$ cat config.mk
export PLATFORM = sky130hd
export DESIGN_NAME = qspi_mem_responder_flat
export DESIGN_NICKNAME = d
export VERILOG_FILES = /design/src/rtl/qspi_mem_responder_if.sv /design/src/rtl/qspi_mem_responder.sv /design/src/flat_wrapper.sv
export SDC_FILE = /design/constraint.sdc
export NUM_CORES = 1
export LEC_CHECK = 0
export ABC_AREA = 1
export BUFFER_PORTS_ARGS = -buffer_cell sky130_fd_sc_hd__clkbuf_2
export CORE_UTILIZATION = 34
export CTS_CLUSTER_DIAMETER = 80
export DETAILED_ROUTE_END_ITERATION = 8
export PLACE_DENSITY_LB_ADDON = 0.2
export SLEW_MARGIN = 20
export SYNTH_ARGS = -nofsm -noshare
export SYNTH_HDL_FRONTEND = slang
export SYNTH_SLANG_ARGS = --single-unit
$ cat constraint.sdc
create_clock -name clk -period 1.5 [get_ports clk]
set_input_delay 0.15 -clock clk [delete_from_list [all_inputs] [get_ports clk]]
set_output_delay 0.15 -clock clk [all_outputs]
set_load 0.01 [all_outputs]
$ cat src/rtl/qspi_mem_responder_if.sv
// Byte-wide request/ready memory port between the quad-SPI responder and its backing memory.
interface qspi_mem_responder_if #(
  parameter int unsigned PA = 24
);
  logic          mem_req;
  logic          mem_we;
  logic [PA-1:0] mem_addr;
  logic [7:0]    mem_wdata;
  logic          mem_ready;
  logic [7:0]    mem_rdata;

  modport master (
    output mem_req, mem_we, mem_addr, mem_wdata,
    input  mem_ready, mem_rdata
  );

  modport slave (
    input  mem_req, mem_we, mem_addr, mem_wdata,
    output mem_ready, mem_rdata
  );
endinterface

$ cat src/rtl/qspi_mem_responder.sv
// Quad-SPI memory target: decodes 0xEB reads / 0x38 writes from the pins into byte requests
// on a req/ready memory port, with read prefetch and sticky underrun/overrun error.
module qspi_mem_responder #(
  parameter int unsigned PA    = 24,
  parameter int unsigned DUMMY = 4
) (
  input  logic                 clk,
  input  logic                 rst_n,
  input  logic                 spi_cs_n,
  input  logic                 spi_sck,
  input  logic [3:0]           spi_io_in,
  output logic [3:0]           spi_io_out,
  output logic [3:0]           spi_io_oe,
  output logic                 err,
  qspi_mem_responder_if.master mem
);

  localparam int unsigned AN = PA / 4;
  localparam int unsigned CW = $clog2(AN + DUMMY + 1);
  localparam logic [CW-1:0] A_LAST = CW'(AN - 1);
  localparam logic [CW-1:0] D_LAST = CW'((DUMMY == 0) ? 0 : DUMMY - 1);

  localparam logic [2:0] S_IDLE   = 3'd0;
  localparam logic [2:0] S_CMD    = 3'd1;
  localparam logic [2:0] S_ADDR   = 3'd2;
  localparam logic [2:0] S_DUMMY  = 3'd3;
  localparam logic [2:0] S_RDATA  = 3'd4;
  localparam logic [2:0] S_WDATA  = 3'd5;
  localparam logic [2:0] S_IGNORE = 3'd6;

  // Pin synchronizers plus one delayed copy for edge detection
  logic [1:0] cs_s, sck_s;
  logic       cs_d, sck_d;
  logic [3:0] io_s0, io_s1;

  always_ff @(posedge clk or negedge rst_n) begin
    if (!rst_n) begin
      cs_s  <= 2'b11;
      cs_d  <= 1'b1;
      sck_s <= 2'b00;
      sck_d <= 1'b0;
      io_s0 <= 4'h0;
      io_s1 <= 4'h0;
    end else begin
      cs_s  <= {cs_s[0], spi_cs_n};
      cs_d  <= cs_s[1];
      sck_s <= {sck_s[0], spi_sck};
      sck_d <= sck_s[1];
      io_s0 <= spi_io_in;
      io_s1 <= io_s0;
    end
  end

  logic sck_rise_c, sck_fall_c, cs_hi_c, cs_fall_c, pending_c;
  assign sck_rise_c = sck_s[1] & ~sck_d;
  assign sck_fall_c = ~sck_s[1] & sck_d;
  assign cs_hi_c    = cs_s[1];
  assign cs_fall_c  = cs_d & ~cs_s[1];

  logic [2:0]    state_q, state_n;
  logic [CW-1:0] cnt_q, cnt_n;
  logic [PA-5:0] sh_q, sh_n;
  logic          rd_q, rd_n;
  logic [PA-1:0] addr_q, addr_n;
  logic          req_q, req_n;
  logic          we_q, we_n;
  logic [PA-1:0] maddr_q, maddr_n;
  logic [7:0]    wdata_q, wdata_n;
  logic          err_q, err_n;
  logic [3:0]    io_q, io_n;
  logic          oe_q, oe_n;
  logic [7:0]    rbuf_q, rbuf_n;
  logic          rvalid_q, rvalid_n;
  logic          low_q, low_n;
  logic [3:0]    lnib_q, lnib_n;
  logic [3:0]    whi_q, whi_n;
  logic          wph_q, wph_n;
  logic          drop_q, drop_n;
  logic [PA-1:0] sh_next, addr_inc;

  // A request is still outstanding if it is not being accepted this cycle
  assign pending_c = req_q & ~mem.mem_ready;

  always_ff @(posedge clk or negedge rst_n) begin
    if (!rst_n) begin
      state_q  <= S_IDLE;
      cnt_q    <= '0;
      sh_q     <= '0;
      rd_q     <= 1'b0;
      addr_q   <= '0;
      req_q    <= 1'b0;
      we_q     <= 1'b0;
      maddr_q  <= '0;
      wdata_q  <= 8'h00;
      err_q    <= 1'b0;
      io_q     <= 4'h0;
      oe_q     <= 1'b0;
      rbuf_q   <= 8'h00;
      rvalid_q <= 1'b0;
      low_q    <= 1'b0;
      lnib_q   <= 4'h0;
      whi_q    <= 4'h0;
      wph_q    <= 1'b0;
      drop_q   <= 1'b0;
    end else begin
      state_q  <= state_n;
      cnt_q    <= cnt_n;
      sh_q     <= sh_n;
      rd_q     <= rd_n;
      addr_q   <= addr_n;
      req_q    <= req_n;
      we_q     <= we_n;
      maddr_q  <= maddr_n;
      wdata_q  <= wdata_n;
      err_q    <= err_n;
      io_q     <= io_n;
      oe_q     <= oe_n;
      rbuf_q   <= rbuf_n;
      rvalid_q <= rvalid_n;
      low_q    <= low_n;
      lnib_q   <= lnib_n;
      whi_q    <= whi_n;
      wph_q    <= wph_n;
      drop_q   <= drop_n;
    end
  end

  always_comb begin
    state_n  = state_q;
    cnt_n    = cnt_q;
    sh_n     = sh_q;
    rd_n     = rd_q;
    addr_n   = addr_q;
    req_n    = req_q & ~mem.mem_ready;
    we_n     = we_q;
    maddr_n  = maddr_q;
    wdata_n  = wdata_q;
    err_n    = err_q;
    io_n     = io_q;
    oe_n     = oe_q;
    rbuf_n   = rbuf_q;
    rvalid_n = rvalid_q;
    low_n    = low_q;
    lnib_n   = lnib_q;
    whi_n    = whi_q;
    wph_n    = wph_q;
    drop_n   = drop_q;
    sh_next  = {sh_q, io_s1};
    addr_inc = addr_q + PA'(1);

    // Read data capture; data belonging to an abandoned request is discarded
    if (req_q && mem.mem_ready) begin
      drop_n = 1'b0;
      if (!we_q && !drop_q) begin
        rbuf_n   = mem.mem_rdata;
        rvalid_n = 1'b1;
      end
    end

    if (state_q != S_IDLE && cs_hi_c) begin
      state_n = S_IDLE;
      oe_n    = 1'b0;
      if (pending_c && !we_q) drop_n = 1'b1;
    end else begin
      case (state_q)
        S_IDLE: begin
          oe_n = 1'b0;
          if (cs_fall_c) begin
            state_n  = S_CMD;
            cnt_n    = '0;
            err_n    = 1'b0;
            wph_n    = 1'b0;
            low_n    = 1'b0;
            rvalid_n = 1'b0;
          end
        end
        S_CMD: begin
          if (sck_rise_c) begin
            sh_n = sh_next[PA-5:0];
            if (cnt_q == CW'(1)) begin
              cnt_n = '0;
              if (sh_next[7:0] == 8'hEB) begin
                rd_n    = 1'b1;
                state_n = S_ADDR;
              end else if (sh_next[7:0] == 8'h38) begin
                rd_n    = 1'b0;
                state_n = S_ADDR;
              end else begin
                state_n = S_IGNORE;
              end
            end else begin
              cnt_n = cnt_q + CW'(1);
            end
          end
        end
        S_ADDR: begin
          if (sck_rise_c) begin
            sh_n = sh_next[PA-5:0];
            if (cnt_q == A_LAST) begin
              cnt_n  = '0;
              addr_n = sh_next;
              if (rd_q) begin
                if (!pending_c) begin
                  req_n   = 1'b1;
                  we_n    = 1'b0;
                  maddr_n = sh_next;
                end
                rvalid_n = 1'b0;
                low_n    = 1'b0;
                state_n  = (DUMMY == 0) ? S_RDATA : S_DUMMY;
              end else begin
                wph_n   = 1'b0;
                state_n = S_WDATA;
              end
            end else begin
              cnt_n = cnt_q + CW'(1);
            end
          end
        end
        S_DUMMY: begin
          oe_n = 1'b0;
          if (sck_rise_c) begin
            if (cnt_q == D_LAST) begin
              cnt_n   = '0;
              state_n = S_RDATA;
            end else begin
              cnt_n = cnt_q + CW'(1);
            end
          end
        end
        S_RDATA: begin
          // High nibble slot: serve the byte (or 0xFF on underrun) and prefetch the next address
          if (sck_fall_c) begin
            oe_n = 1'b1;
            if (!low_q) begin
              low_n  = 1'b1;
              addr_n = addr_inc;
              if (rvalid_q) begin
                io_n   = rbuf_q[7:4];
                lnib_n = rbuf_q[3:0];
              end else begin
                io_n   = 4'hF;
                lnib_n = 4'hF;
                err_n  = 1'b1;
              end
              rvalid_n = 1'b0;
              if (pending_c) begin
                drop_n = 1'b1;
              end else begin
                req_n   = 1'b1;
                we_n    = 1'b0;
                maddr_n = addr_inc;
              end
            end else begin
              io_n  = lnib_q;
              low_n = 1'b0;
            end
          end
        end
        S_WDATA: begin
          if (sck_rise_c) begin
            if (!wph_q) begin
              whi_n = io_s1;
              wph_n = 1'b1;
            end else begin
              wph_n  = 1'b0;
              addr_n = addr_inc;
              if (pending_c) begin
                err_n = 1'b1;
              end else begin
                req_n   = 1'b1;
                we_n    = 1'b1;
                maddr_n = addr_q;
                wdata_n = {whi_q, io_s1};
              end
            end
          end
        end
        S_IGNORE: oe_n = 1'b0;
        default:  state_n = S_IDLE;
      endcase
    end
  end

  assign spi_io_out    = io_q;
  assign spi_io_oe     = {4{oe_q}};
  assign err           = err_q;
  assign mem.mem_req   = req_q;
  assign mem.mem_we    = we_q;
  assign mem.mem_addr  = maddr_q;
  assign mem.mem_wdata = wdata_q;

endmodule

$ cat src/flat_wrapper.sv
// flat-port wrapper written by rule: the top's interface ports become plain ports
module qspi_mem_responder_flat 
#(
  parameter int unsigned PA    = 24,
  parameter int unsigned DUMMY = 4
)
  (clk, rst_n, spi_cs_n, spi_sck, spi_io_in, spi_io_out, spi_io_oe, err, mem_mem_req, mem_mem_we, mem_mem_addr, mem_mem_wdata, mem_mem_ready, mem_mem_rdata);
  qspi_mem_responder_if #(.PA(PA)) mem_i ();
  input  logic clk;
  input  logic rst_n;
  input  logic spi_cs_n;
  input  logic spi_sck;
  input  logic [3:0] spi_io_in;
  output logic [3:0] spi_io_out;
  output logic [3:0] spi_io_oe;
  output logic err;
  output wire logic [$bits(mem_i.mem_req)-1:0] mem_mem_req;
  output wire logic [$bits(mem_i.mem_we)-1:0] mem_mem_we;
  output wire logic [$bits(mem_i.mem_addr)-1:0] mem_mem_addr;
  output wire logic [$bits(mem_i.mem_wdata)-1:0] mem_mem_wdata;
  input wire logic [$bits(mem_i.mem_ready)-1:0] mem_mem_ready;
  input wire logic [$bits(mem_i.mem_rdata)-1:0] mem_mem_rdata;
  assign mem_mem_req = mem_i.mem_req;
  assign mem_mem_we = mem_i.mem_we;
  assign mem_mem_addr = mem_i.mem_addr;
  assign mem_mem_wdata = mem_i.mem_wdata;
  assign mem_i.mem_ready = mem_mem_ready;
  assign mem_i.mem_rdata = mem_mem_rdata;
  qspi_mem_responder #(.PA(PA), .DUMMY(DUMMY)) u_core (.clk(clk), .rst_n(rst_n), .spi_cs_n(spi_cs_n), .spi_sck(spi_sck), .spi_io_in(spi_io_in), .spi_io_out(spi_io_out), .spi_io_oe(spi_io_oe), .err(err), .mem(mem_i));
endmodule
==> results of run 1 <==
-- cells in the mapped netlist --
cell and n:
sky130_fd_sc_hd__nand2_2 5, sky130_fd_sc_hd__o21a_1 2, sky130_fd_sc_hd__a21oi_1 25, sky130_fd_sc_hd__nor3_2 2
sky130_fd_sc_hd__inv_1 86, sky130_fd_sc_hd__a21oi_2 3, sky130_fd_sc_hd__a311oi_1 1, sky130_fd_sc_hd__o221ai_1 1
sky130_fd_sc_hd__a32oi_1 1, sky130_fd_sc_hd__o21bai_1 1, sky130_fd_sc_hd__nor3b_1 2, sky130_fd_sc_hd__nand4_1 7
sky130_fd_sc_hd__nand3_2 3, sky130_fd_sc_hd__nor2_4 3, sky130_fd_sc_hd__o21ai_0 65, sky130_fd_sc_hd__o22ai_1 2
sky130_fd_sc_hd__dfrtp_1 123, sky130_fd_sc_hd__inv_2 4, sky130_fd_sc_hd__buf_2 5, sky130_fd_sc_hd__ha_1 3
sky130_fd_sc_hd__mux2_2 1, sky130_fd_sc_hd__nand3_1 62, sky130_fd_sc_hd__nor3_1 3, sky130_fd_sc_hd__nor2_1 74
sky130_fd_sc_hd__buf_6 6, sky130_fd_sc_hd__a31oi_1 4, sky130_fd_sc_hd__buf_4 10, sky130_fd_sc_hd__o21ai_1 10
sky130_fd_sc_hd__nor2_2 1, sky130_fd_sc_hd__nand3b_1 3, sky130_fd_sc_hd__nand2_1 329, sky130_fd_sc_hd__inv_4 1
sky130_fd_sc_hd__xor2_1 10, sky130_fd_sc_hd__o211ai_1 2, sky130_fd_sc_hd__dfstp_2 3, sky130_fd_sc_hd__clkbuf_1 7
sky130_fd_sc_hd__nand3_4 1, sky130_fd_sc_hd__clkinv_1 1
-- path summary, 6_finish.rpt --
path | slack (ps) | cells past startpoint | endpoint
setup / recovery | -190 | 7 | u_core.sh_q[9]
min in group clk | 350 | 0 | u_core.io_s1[3]
hold reg to reg | 350 | 0 | u_core.io_s1[3]
max in group asynchronous | 790 | 3 | u_core.cs_d
setup reg to reg | -190 | 7 | u_core.sh_q[9]
hold / removal | 140 | 2 | u_core.addr_q[21]
-- kinds of logic (layout without fill, tap and decap cells) --
| kind of cell | after synthesis | after routing | synth area share |
|---|---|---|---|
| and+or+nand+nor | 495 | 496 | 0.3156 |
| DFF | 126 | 126 | 0.4841 |
| buffers and inverters | 120 | 338 | 0.08308 |
| AOI/OAI and AO/OA | 117 | 117 | 0.09632 |
| xor gates and xnor gates | 10 | 10 | 0.01343 |
| adders and majority gates | 3 | 3 | 0.005757 |
| muxes | 1 | 1 | 0.001727 |
-- area by class of cell --
type,instances,share of cell area
multi-input cells,627,0.3571
flip-flops and latches,126,0.3259
repair buffers,215,0.1854
clock buffers,17,0.04387
inverters,92,0.03870
well taps,234,0.03019
clock inverters,14,0.01884
-- registers in the layout, summed over array words and instances (netlist names), 2 cells and up --
| register | flops |
|---|---|
| u_core.addr_q | 24 |
| u_core.cnt_q | 4 |
| u_core.cs_s | 2 |
| u_core.io_s0 | 4 |
| u_core.io_s1 | 4 |
| u_core.lnib_q | 4 |
| u_core.mem.mem_addr | 24 |
| u_core.mem.mem_wdata | 8 |
| u_core.rbuf_q | 8 |
| u_core.sck_s | 2 |
| u_core.sh_q | 20 |
| u_core.spi_io_out | 4 |
| u_core.state_q | 3 |
| u_core.whi_q | 4 |
-- layer usage --
metal	routed length [µm]	share of wire	track usage	vias to the layer above
li1	-	-	-	3184
met1	9625	0.50	0.2961	2951
met2	8425	0.44	0.2950	136
met3	906	0.047	0.04444	15
met4	198	0.010	0.05892	0
met5	0	0	0	-
-- power by group through the flow --
stage | logic, W | clock network (W) | registers (W)
2_1_floorplan | 0.00391 | 0 | 0.00543
3_3_place_gp | 0.00662 | 0 | 0.00546
3_5_place_dp | 0.00663 | 0 | 0.00548
4_1_cts | 0.00773 | 0.00439 | 0.00550
5_1_grt | 0.00959 | 0.00453 | 0.00577
6_report | 0.00868 | 0.00430 | 0.00562
-- metrics by stage --
| stage | TNS [ps] | utilization |
|---|---|---|
| 2_1_floorplan | -2812 | - |
| 3_3_place_gp | -15530 | 0.4217 |
| 5_1_grt | -20530 | 0.5167 |
| 6_report | -10950 | 0.5167 |
| 4_1_cts | -7055 | 0.4894 |
| 3_5_place_dp | -15200 | 0.4217 |
-- worst max-delay path, delay by kind of cell, from the launching register on --
kind | cells | cell delay [ps]
buf+inv | 3 | 420
flops | 1 | 450
mux | 1 | 340
simple gates | 3 | 350
-- timing repair --
item | in CTS | in global routing
buffers inserted | 18 | 7
hold buffers | 16 | 0
gates cloned | 2 | 5
resized for setup | 114 | 125
endpoints found under the setup margin | 94 | 103
pin swaps | 32 | 25
hold endpoints to repair | 138 | 0
==> flow_metrics.env, run 1 <==
export IMPL_layoutNonFillerInstCount=1325
export IMPL_post_dp_cell_area_um2=7915
export IMPL_post_route_drc_count=0
export IMPL_crit_path_end_kind="flip-flop"
export IMPL_multi_input_area_um2=3463
export IMPL_failing_checks="setup timing"
export IMPL_fin_worst_skew_ps=12.75
export IMPL_finalHoldViolCount=0
export IMPL_power_sequential_fraction=0.302
export IMPL_critical_path_slowest_cell="sky130_fd_sc_hd__dfrtp_2"
export IMPL_synth_warning_count=0
export IMPL_crit_arrival_ps=2000
export IMPL_timing_rr_start="u_core.state_q[0]"
export IMPL_clockBufferDepth=2
export IMPL_timing_critical_path_cells="nor2_4 > buf_4 > buf_4 > nor2_1 > nand4_1 > buf_6 > mux2_2"
export IMPL_design_final_nets=1099
export IMPL_clock_latency_of_the_later_clocked_register_in_the_worst_skew_pair_ps=430
export IMPL_criticalPathCategory="flip-flop to flip-flop"
export IMPL_report_final_slew_viol_count=0
export IMPL_finalSetupViolCount=96
export IMPL_synth_sequential_area_ratio=0.4841
export IMPL_grt_first_pass_wirelength_um=30860
export IMPL_setup_ws_ps=-187.4
export IMPL_synthDominantCellAreaShare=0.4720
export IMPL_crit_path_max_incr_delay_ps=450
export IMPL_die_y_um=140.5
export IMPL_area_sequential_um2=3161
export IMPL_synth_ff_latch_count=126
export IMPL_outcome="complete, but fails checks"
export IMPL_clockPowerShare=0.231
export IMPL_worst_margin_slew_ps=339.0
export IMPL_critPathMostFrequentCell="sky130_fd_sc_hd__buf_4"
export IMPL_syn_inst=872
export IMPL_worst_path_max_fanout=7
export IMPL_final_common_cell="sky130_fd_sc_hd__nand2_1"
export IMPL_synth_top_cells_by_area="sky130_fd_sc_hd__dfrtp_1, sky130_fd_sc_hd__nand2_1, sky130_fd_sc_hd__o21ai_0"
export IMPL_die_width_um=140.5
export IMPL_postRouteWirelength_um=19160
export IMPL_cts_sink_count=126
export IMPL_core_region_area_um2=18770
export IMPL_postSynthNetCount=892
export IMPL_grtUsageTotal=0.2015
export IMPL_initial_antenna_violation_count=0
export IMPL_min_period_over_period=1.125
export IMPL_synth_cell_area_um2=6521
export IMPL_hp_class="input port to async pin"
export IMPL_port_buffers=59
export IMPL_layout_common_cells="sky130_fd_sc_hd__nand2_1, sky130_fd_sc_hd__dfrtp_1, sky130_fd_sc_hd__buf_4"
export IMPL_power_density_nw_per_um2=1918
export IMPL_fp_dieArea_um2=19740
export IMPL_stdcell_area_um2=9698
export IMPL_cts_tree="built"
export IMPL_worst_setup_slack_before_clock_tree_synthesis_ps=-256.8
export IMPL_area_growth_pct=48.71
export IMPL_slew_headroom=0.7716
export IMPL_num_vias=6286
export IMPL_global_route_overflow_total=0
export IMPL_internal_power_of_the_cells_w=0.01109
export IMPL_cts_root_buf="sky130_fd_sc_hd__clkbuf_16"
export IMPL_combPwrFrac=0.467
export IMPL_place_detailed_instances=1249
export IMPL_maxClockFrequency_mhz=592.6
export IMPL_cts_buffers_inserted=17
export IMPL_drtIter0Drc=359
export IMPL_ir_worst_vdd_v=0.0008906
export IMPL_grt_max_degree=50
export IMPL_fill_count=1766
export IMPL_n_antenna_cell=0
export IMPL_cp_start_kind="flip-flop"
export IMPL_synth_distinct_cells=38
export IMPL_drt_first_pass_iters=8
export IMPL_place_detailed_hpwl_um=13360
export IMPL_unrepaired_setup_endpoints_after_global_routing="true"
export IMPL_share_of_final_layout_standard_cells_stronger_than_drive_strength_1=0.3676
export IMPL_whs_ps=138.3
export IMPL_detail_route_vias_per_cell=4.744
export IMPL_antenna_violating_nets_post_route=0
export IMPL_critical_path_required_ps=1810
export IMPL_floorplan_initialDensity=0.3475
export IMPL_p_switching_w=0.007513
export IMPL_first_global_vias=6053
export IMPL_finalWorstPathRequiredPeriod_ps=1687
export IMPL_totalPowerFinal_w=0.01860
export IMPL_startpoint="u_core.state_q[0]"
export IMPL_synth_area_per_cell_um2=7.479
export IMPL_p_sw_frac=0.4039
export IMPL_max_cap_viol_count=0
export IMPL_rows=50
export IMPL_gpl_final_weighted_congestion=0.9261
export IMPL_floorplan_io_pins=60
export IMPL_wire_per_inst_um=14.46
export IMPL_static_leakage_power_nw=4.920
export IMPL_synth_top_area_cell="sky130_fd_sc_hd__dfrtp_1"
export IMPL_cts_htree_levels=4
export IMPL_path_clk_slew_ps=60
(Power assumes the default switching activity.)
==> inputs of run 2 (changes only) <==
--- a/config.mk
+++ b/config.mk
@@ -7,7 +7,7 @@
 export LEC_CHECK = 0
 export ABC_AREA = 1
 export BUFFER_PORTS_ARGS = -buffer_cell sky130_fd_sc_hd__clkbuf_2
-export CORE_UTILIZATION = 34
+export CORE_UTILIZATION = 30
 export CTS_CLUSTER_DIAMETER = 80
 export DETAILED_ROUTE_END_ITERATION = 8
 export PLACE_DENSITY_LB_ADDON = 0.2
==> run 2 against run 1 <==
Compared with the run above:
- sequential share of layout area up 0.54 points
- the run still ends with setup timing left
- sequential power decreased by 0.7%
- global-route usage down 1.6 points
- worst setup slack worse by 4.0 ps
- critical endpoint is now u_core.mem.mem_addr[16]
- die area grew 13%
- first-iteration DRC count rose by 2.5%
- routed wire length up 2.4%
- critical path depth rose by 3
- clock skew is 3.3 ps lower
- cell count up 3.4%
==> flow_metrics.env, run 2 (synthesis gave the netlist of run 1 again) <==
export IMPL_crit_reg2reg_capture="u_core.mem.mem_addr[16]"
export IMPL_clock_latency_of_the_later_clocked_register_in_the_worst_skew_pair_ps=420
export IMPL_finalHoldViolCount=0
export IMPL_design_final_nets=1102
export IMPL_fin_worst_skew_ps=9.453
export IMPL_p_switching_w=0.007240
export IMPL_worst_margin_slew_ps=382.2
export IMPL_path_clk_slew_ps=60
export IMPL_first_global_vias=6076
export IMPL_n_antenna_cell=0
export IMPL_critical_path_buf_inv_count=3
export IMPL_wire_per_inst_um=14.32
export IMPL_timing_rr_start="u_core.state_q[0]"
export IMPL_stdcell_area_um2=9547
export IMPL_finalSetupViolCount=91
export IMPL_cts_tree="built"
export IMPL_setup_ws_ps=-191.5
export IMPL_finalWorstPathRequiredPeriod_ps=1691
export IMPL_cts_sink_count=126
export IMPL_crit_arrival_ps=2050
export IMPL_cts_htree_levels=4
export IMPL_post_dp_cell_area_um2=7966
export IMPL_worst_r2r_setup_slack_ps=-190
export IMPL_cp_start_kind="flip-flop"
export IMPL_post_route_drc_count=0
export IMPL_grtUsageTotal=0.1850
export IMPL_static_leakage_power_nw=4.796
export IMPL_crit_path_max_incr_delay_ps=440
export IMPL_crit_path_end_kind="flip-flop"
export IMPL_power_sequential_fraction=0.315
export IMPL_drt_first_pass_iters=5
export IMPL_ir_worst_vdd_v=0.0009929
export IMPL_die_width_um=149.4
export IMPL_floorplan_initialDensity=0.3083
export IMPL_postRouteWirelength_um=19610
export IMPL_unrepaired_setup_endpoints_after_global_routing="true"
export IMPL_crit_cells=10
export IMPL_global_route_overflow_total=0
export IMPL_grt_max_degree=39
export IMPL_timing_critical_path_cells="nor2_4 > nand2_2 > nand2_4 > nand2_1 > inv_2 > nand3_4 > inv_4 > buf_12 > nand2_1 > nand2_1"
export IMPL_die_y_um=149.4
export IMPL_critical_path_top_delay_family="simple AND/OR/NAND/NOR gates"
export IMPL_hp_class="input port to async pin"
export IMPL_fill_count=2106
export IMPL_worst_path_max_fanout=14
export IMPL_combPwrFrac=0.460
export IMPL_cts_buffers_inserted=17
export IMPL_report_final_slew_viol_count=0
export IMPL_rows=53
export IMPL_power_density_nw_per_um2=1856
export IMPL_grt_first_pass_wirelength_um=31800
export IMPL_drtIter0Drc=368
export IMPL_failing_checks="setup timing"
export IMPL_min_period_over_period=1.128
export IMPL_max_cap_viol_count=0
export IMPL_gpl_final_weighted_congestion=0.8521
export IMPL_outcome="complete, but fails checks"
export IMPL_fp_dieArea_um2=22330
export IMPL_cts_root_buf="sky130_fd_sc_hd__clkbuf_16"
export IMPL_layout_common_cells="sky130_fd_sc_hd__nand2_1, sky130_fd_sc_hd__dfrtp_1, sky130_fd_sc_hd__buf_4"
export IMPL_critical_path_required_ps=1860
export IMPL_num_vias=6231
export IMPL_critical_path_slowest_cell="sky130_fd_sc_hd__dfrtp_2"
export IMPL_criticalPathCategory="flip-flop to flip-flop"
export IMPL_core_region_area_um2=21150
export IMPL_clockBufferDepth=2
export IMPL_slew_headroom=0.7452
export IMPL_internal_power_of_the_cells_w=0.01048
export IMPL_share_of_final_layout_standard_cells_stronger_than_drive_strength_1=0.3416
export IMPL_detail_route_vias_per_cell=4.548
export IMPL_rr_worst_depth=10
export IMPL_initial_antenna_violation_count=0
export IMPL_floorplan_io_pins=60
export IMPL_clockPowerShare=0.225
export IMPL_maxClockFrequency_mhz=591.2
export IMPL_port_buffers=59
export IMPL_final_common_cell="sky130_fd_sc_hd__nand2_1"
export IMPL_area_growth_pct=46.39
export IMPL_place_detailed_hpwl_um=13940
export IMPL_critPathMostFrequentCell="sky130_fd_sc_hd__nand2_1"
export IMPL_p_sw_frac=0.4085
export IMPL_antenna_violating_nets_post_route=0
export IMPL_whs_ps=204.8
[run 2: changes by cell type in the layout (fill, tap and decap cells not counted), moves of 5 or more]
cell / previous run / this run
sky130_fd_sc_hd__a21oi_1: 19 / 13
sky130_fd_sc_hd__o21ai_2: 15 / 9
sky130_fd_sc_hd__nor2_4: 11 / 16
sky130_fd_sc_hd__nand2_2: 55 / 26
sky130_fd_sc_hd__nand2_4: 21 / 15
sky130_fd_sc_hd__o21ai_0: 36 / 45
sky130_fd_sc_hd__nand2_1: 256 / 292
sky130_fd_sc_hd__a21oi_2: 8 / 14
sky130_fd_sc_hd__buf_4: 106 / 111
[run 2: area by class of cell]
class / count / area (µm²) / area share
Clock buffer: 17 / 425.4 / 0.04456
Clock inverter: 15 / 138.9 / 0.01455
Inverter: 92 / 360.3 / 0.03775
Multi-Input combinational cell: 626 / 3307 / 0.3464
Sequential cell: 126 / 3163 / 0.3313
Tap cell: 275 / 344.1 / 0.03604
Timing Repair Buffer: 219 / 1808 / 0.1894
[run 2: power groups by stage]
stage               clock, W  sequential [W]  combinational (W)
floorplan                  0         0.00543            0.00391
finish               0.00400         0.00558            0.00815
detailed placement         0         0.00547            0.00675
global route         0.00423         0.00573            0.00909
global placement           0         0.00547            0.00675
CTS                  0.00407         0.00547            0.00760
[run 2: routing by layer]
layer | up-vias | global-route usage | routed length, µm | share of wire
met4 | 0 | 0.06020 | 214 | 0.011
met2 | 108 | 0.2731 | 8777 | 0.45
met5 | - | 0 | 0 | 0
met3 | 15 | 0.02957 | 565 | 0.029
met1 | 2931 | 0.2732 | 10060 | 0.51
li1 | 3177 | - | - | -
[run 2: how the worst max path moves through the flow]
| stage | start | end |
|---|---|---|
| after global placement | u_core.state_q[0] | u_core.sh_q[6] |
| after floorplan | u_core.state_q[0] | u_core.mem.mem_addr[22] |
| final | u_core.state_q[0] | u_core.mem.mem_addr[16] |
| after CTS | u_core.cnt_q[1] | u_core.mem.mem_addr[0] |
| after detailed placement | u_core.state_q[0] | u_core.sh_q[6] |
| after global routing | u_core.sck_s[1] | u_core.mem.mem_addr[10] |
[run 2: through the flow]
step | setup TNS, ps | worst slack, ps | power [W] | utilization | instances
finish | -12310 | -191.5 | 0.01772 | 0.4513 | 1370
floorplan | -2812 | -87.79 | 0.009345 | - | 872
CTS | -8629 | -146.8 | 0.01714 | 0.4311 | 1360
global route | -20570 | -304.4 | 0.01906 | 0.4513 | 1370
global placement | -12740 | -238.9 | 0.01222 | 0.3766 | 1295
detailed placement | -14700 | -265.1 | 0.01221 | 0.3766 | 1295
[run 2: timing repair]
action                                 4_1_cts  5_1_grt
gates cloned                                 2        3
endpoints found under the hold margin      103        0
pin swaps                                   12       27
setup buffers                               15        8
hold buffers                                16        0
gates resized for setup                     89      100
setup endpoints to repair                   93       94
==> inputs of run 3 (changes only) <==
--- a/config.mk
+++ b/config.mk
@@ -10,7 +10,7 @@
 export CORE_UTILIZATION = 30
 export CTS_CLUSTER_DIAMETER = 80
 export DETAILED_ROUTE_END_ITERATION = 8
-export PLACE_DENSITY_LB_ADDON = 0.2
+export PLACE_DENSITY = 0.58
 export SLEW_MARGIN = 20
 export SYNTH_ARGS = -nofsm -noshare
 export SYNTH_HDL_FRONTEND = slang
==> run 3 against run 2 <==
Compared with the run above:
- largest power group unchanged
- clock skew about the same
- critical endpoint is now u_core.mem.mem_addr[1]
- the run still ends with setup timing left
- worst setup slack got worse by 18 ps
- routed wire length grew 1.1%
==> flow_metrics.env, run 3 (synthesis gave the netlist of run 1 again) <==
export IMPL_totalPowerFinal_w=0.01817
export IMPL_crit_reg2reg_capture="u_core.mem.mem_addr[1]"
export IMPL_core_region_area_um2=21150
export IMPL_n_antenna_cell=0
export IMPL_rr_worst_depth=11
export IMPL_clock_latency_of_the_later_clocked_register_in_the_worst_skew_pair_ps=430
export IMPL_layout_common_cells="sky130_fd_sc_hd__nand2_1, sky130_fd_sc_hd__dfrtp_1, sky130_fd_sc_hd__buf_4"
export IMPL_area_growth_pct=48.75
export IMPL_finalHoldViolCount=0
export IMPL_max_cap_viol_count=0
export IMPL_startpoint="u_core.state_q[0]"
export IMPL_gpl_final_weighted_congestion=0.8850
export IMPL_criticalPathCategory="flip-flop to flip-flop"
export IMPL_cts_root_buf="sky130_fd_sc_hd__clkbuf_16"
export IMPL_design_final_nets=1104
export IMPL_rows=53
export IMPL_worst_path_max_fanout=6
export IMPL_cts_sink_count=126
export IMPL_fill_count=2006
export IMPL_crit_path_end_kind="flip-flop"
export IMPL_postRouteWirelength_um=19840
export IMPL_post_route_drc_count=0
export IMPL_wire_per_inst_um=14.46
export IMPL_share_of_final_layout_standard_cells_stronger_than_drive_strength_1=0.3418
export IMPL_grt_first_pass_wirelength_um=31680
export IMPL_grtUsageTotal=0.1833
export IMPL_timing_critical_path_to="u_core.mem.mem_addr[1]"
export IMPL_cts_tree="built"
export IMPL_report_final_slew_viol_count=0
export IMPL_power_density_nw_per_um2=1873
export IMPL_grt_max_degree=47
export IMPL_floorplan_initialDensity=0.3083
export IMPL_drtIter0Drc=511
export IMPL_detail_route_vias_per_cell=4.665
export IMPL_finalWorstPathRequiredPeriod_ps=1710
export IMPL_hp_class="input port to async pin"
export IMPL_first_global_vias=6214
export IMPL_critical_path_required_ps=1800
export IMPL_floorplan_io_pins=60
export IMPL_failing_checks="setup timing"
export IMPL_cp_start_kind="flip-flop"
export IMPL_port_buffers=59
export IMPL_antenna_violating_nets_post_route=0
export IMPL_setup_ws_ps=-209.6
export IMPL_cts_buffers_inserted=17
export IMPL_worst_r2r_setup_slack_ps=-210
export IMPL_path_clk_slew_ps=60
export IMPL_die_y_um=149.4
export IMPL_unrepaired_setup_endpoints_after_global_routing="true"
export IMPL_slew_headroom=0.7746
export IMPL_global_route_overflow_total=0
export IMPL_final_common_cell="sky130_fd_sc_hd__nand2_1"
export IMPL_num_vias=6401
export IMPL_fp_dieArea_um2=22330
export IMPL_outcome="complete, but fails checks"
export IMPL_initial_antenna_violation_count=0
export IMPL_worst_margin_slew_ps=338.1
export IMPL_worst_setup_slack_before_clock_tree_synthesis_ps=-251.7
export IMPL_clockBufferDepth=2
export IMPL_ir_worst_vdd_v=0.0009100
export IMPL_fin_worst_skew_ps=9.231
export IMPL_static_leakage_power_nw=4.859
export IMPL_cts_htree_levels=4
export IMPL_drt_first_pass_iters=5
export IMPL_finalSetupViolCount=87
export IMPL_maxClockFrequency_mhz=584.9
export IMPL_min_period_over_period=1.140
export IMPL_crit_arrival_ps=2010
export IMPL_die_width_um=149.4
export IMPL_timing_rr_start="u_core.state_q[0]"
export IMPL_place_detailed_hpwl_um=13300
[run 3: worst min path at each step]
| stage | from | slack (ps) | endpoint | depth (start not counted) |
|---|---|---|---|---|
| after CTS | rst_n | 170 | u_core.mem.mem_addr[22] | 2 |
| after floorplan | rst_n | -150 | u_core.addr_q[0] | 0 |
| after global placement | rst_n | 80 | u_core.mem.mem_addr[22] | 1 |
| after global routing | rst_n | 210 | u_core.mem.mem_addr[22] | 2 |
| final | rst_n | 170 | u_core.mem.mem_addr[22] | 2 |
| after detailed placement | rst_n | 80 | u_core.mem.mem_addr[22] | 1 |
[run 3: layout make-up]
class,instances,area (µm²),share of cell area
multi-input cells,627,3352,0.3455
clock buffers,18,429.2,0.04424
clock inverters,14,160.2,0.01651
flip-flops and latches,126,3162,0.3259
well taps,275,344.1,0.03547
inverters,92,360.3,0.03715
repair buffers,220,1893,0.1952
[run 3: metrics by stage]
step                      area, µm²    util  TNS (ps)  std cells  hold slack [ps]
after floorplan                6573       -     -2812        872           -145.6
after global placement         7840  0.3706    -11650       1282            76.55
after detailed placement       7840  0.3706    -14170       1282            81.09
after CTS                      9015  0.4262     -8239       1352            172.3
after global routing           9701  0.4586    -18170       1372            211.5
final                          9701  0.4586    -11540       1372            168.3
[run 3: worst max-delay path, cell delays in order, from the launching register on]
cell,delay (ps)
sky130_fd_sc_hd__dfrtp_2,450
sky130_fd_sc_hd__nor2_4,190
sky130_fd_sc_hd__nand2_4,120
sky130_fd_sc_hd__nor2_4,110
sky130_fd_sc_hd__nor2_2,50
sky130_fd_sc_hd__nand2_2,80
sky130_fd_sc_hd__nand3_4,110
sky130_fd_sc_hd__buf_6,130
sky130_fd_sc_hd__buf_12,130
sky130_fd_sc_hd__buf_6,110
sky130_fd_sc_hd__nand2_2,40
sky130_fd_sc_hd__o21ai_1,50
[run 3: repair_timing]
action,in CTS,in global routing
setup buffers,20,12
hold buffers,16,0
pin swaps,16,24
cloned,3,8
endpoints found under the hold margin,74,0
resized for setup,76,141
endpoints found under the setup margin,92,99
[run 3: per-layer routing]
layer  vias up  track usage  share of wire  routed length (µm)
li1       3216            -              -                   -
met1      2966       0.2530           0.47                9298
met2       189       0.2801           0.45                8930
met3        30      0.03567          0.061                1205
met4         0      0.07449          0.020                 401
met5         -            0              0                   0
[run 3: power by group]
group	internal [W]	leakage [nW]	switching, W
clock network	0.00247	0.274	0.00171
registers	0.00456	1.59	0.00103
logic	0.00373	2.99	0.00466
total	0.0108	4.86	0.00740
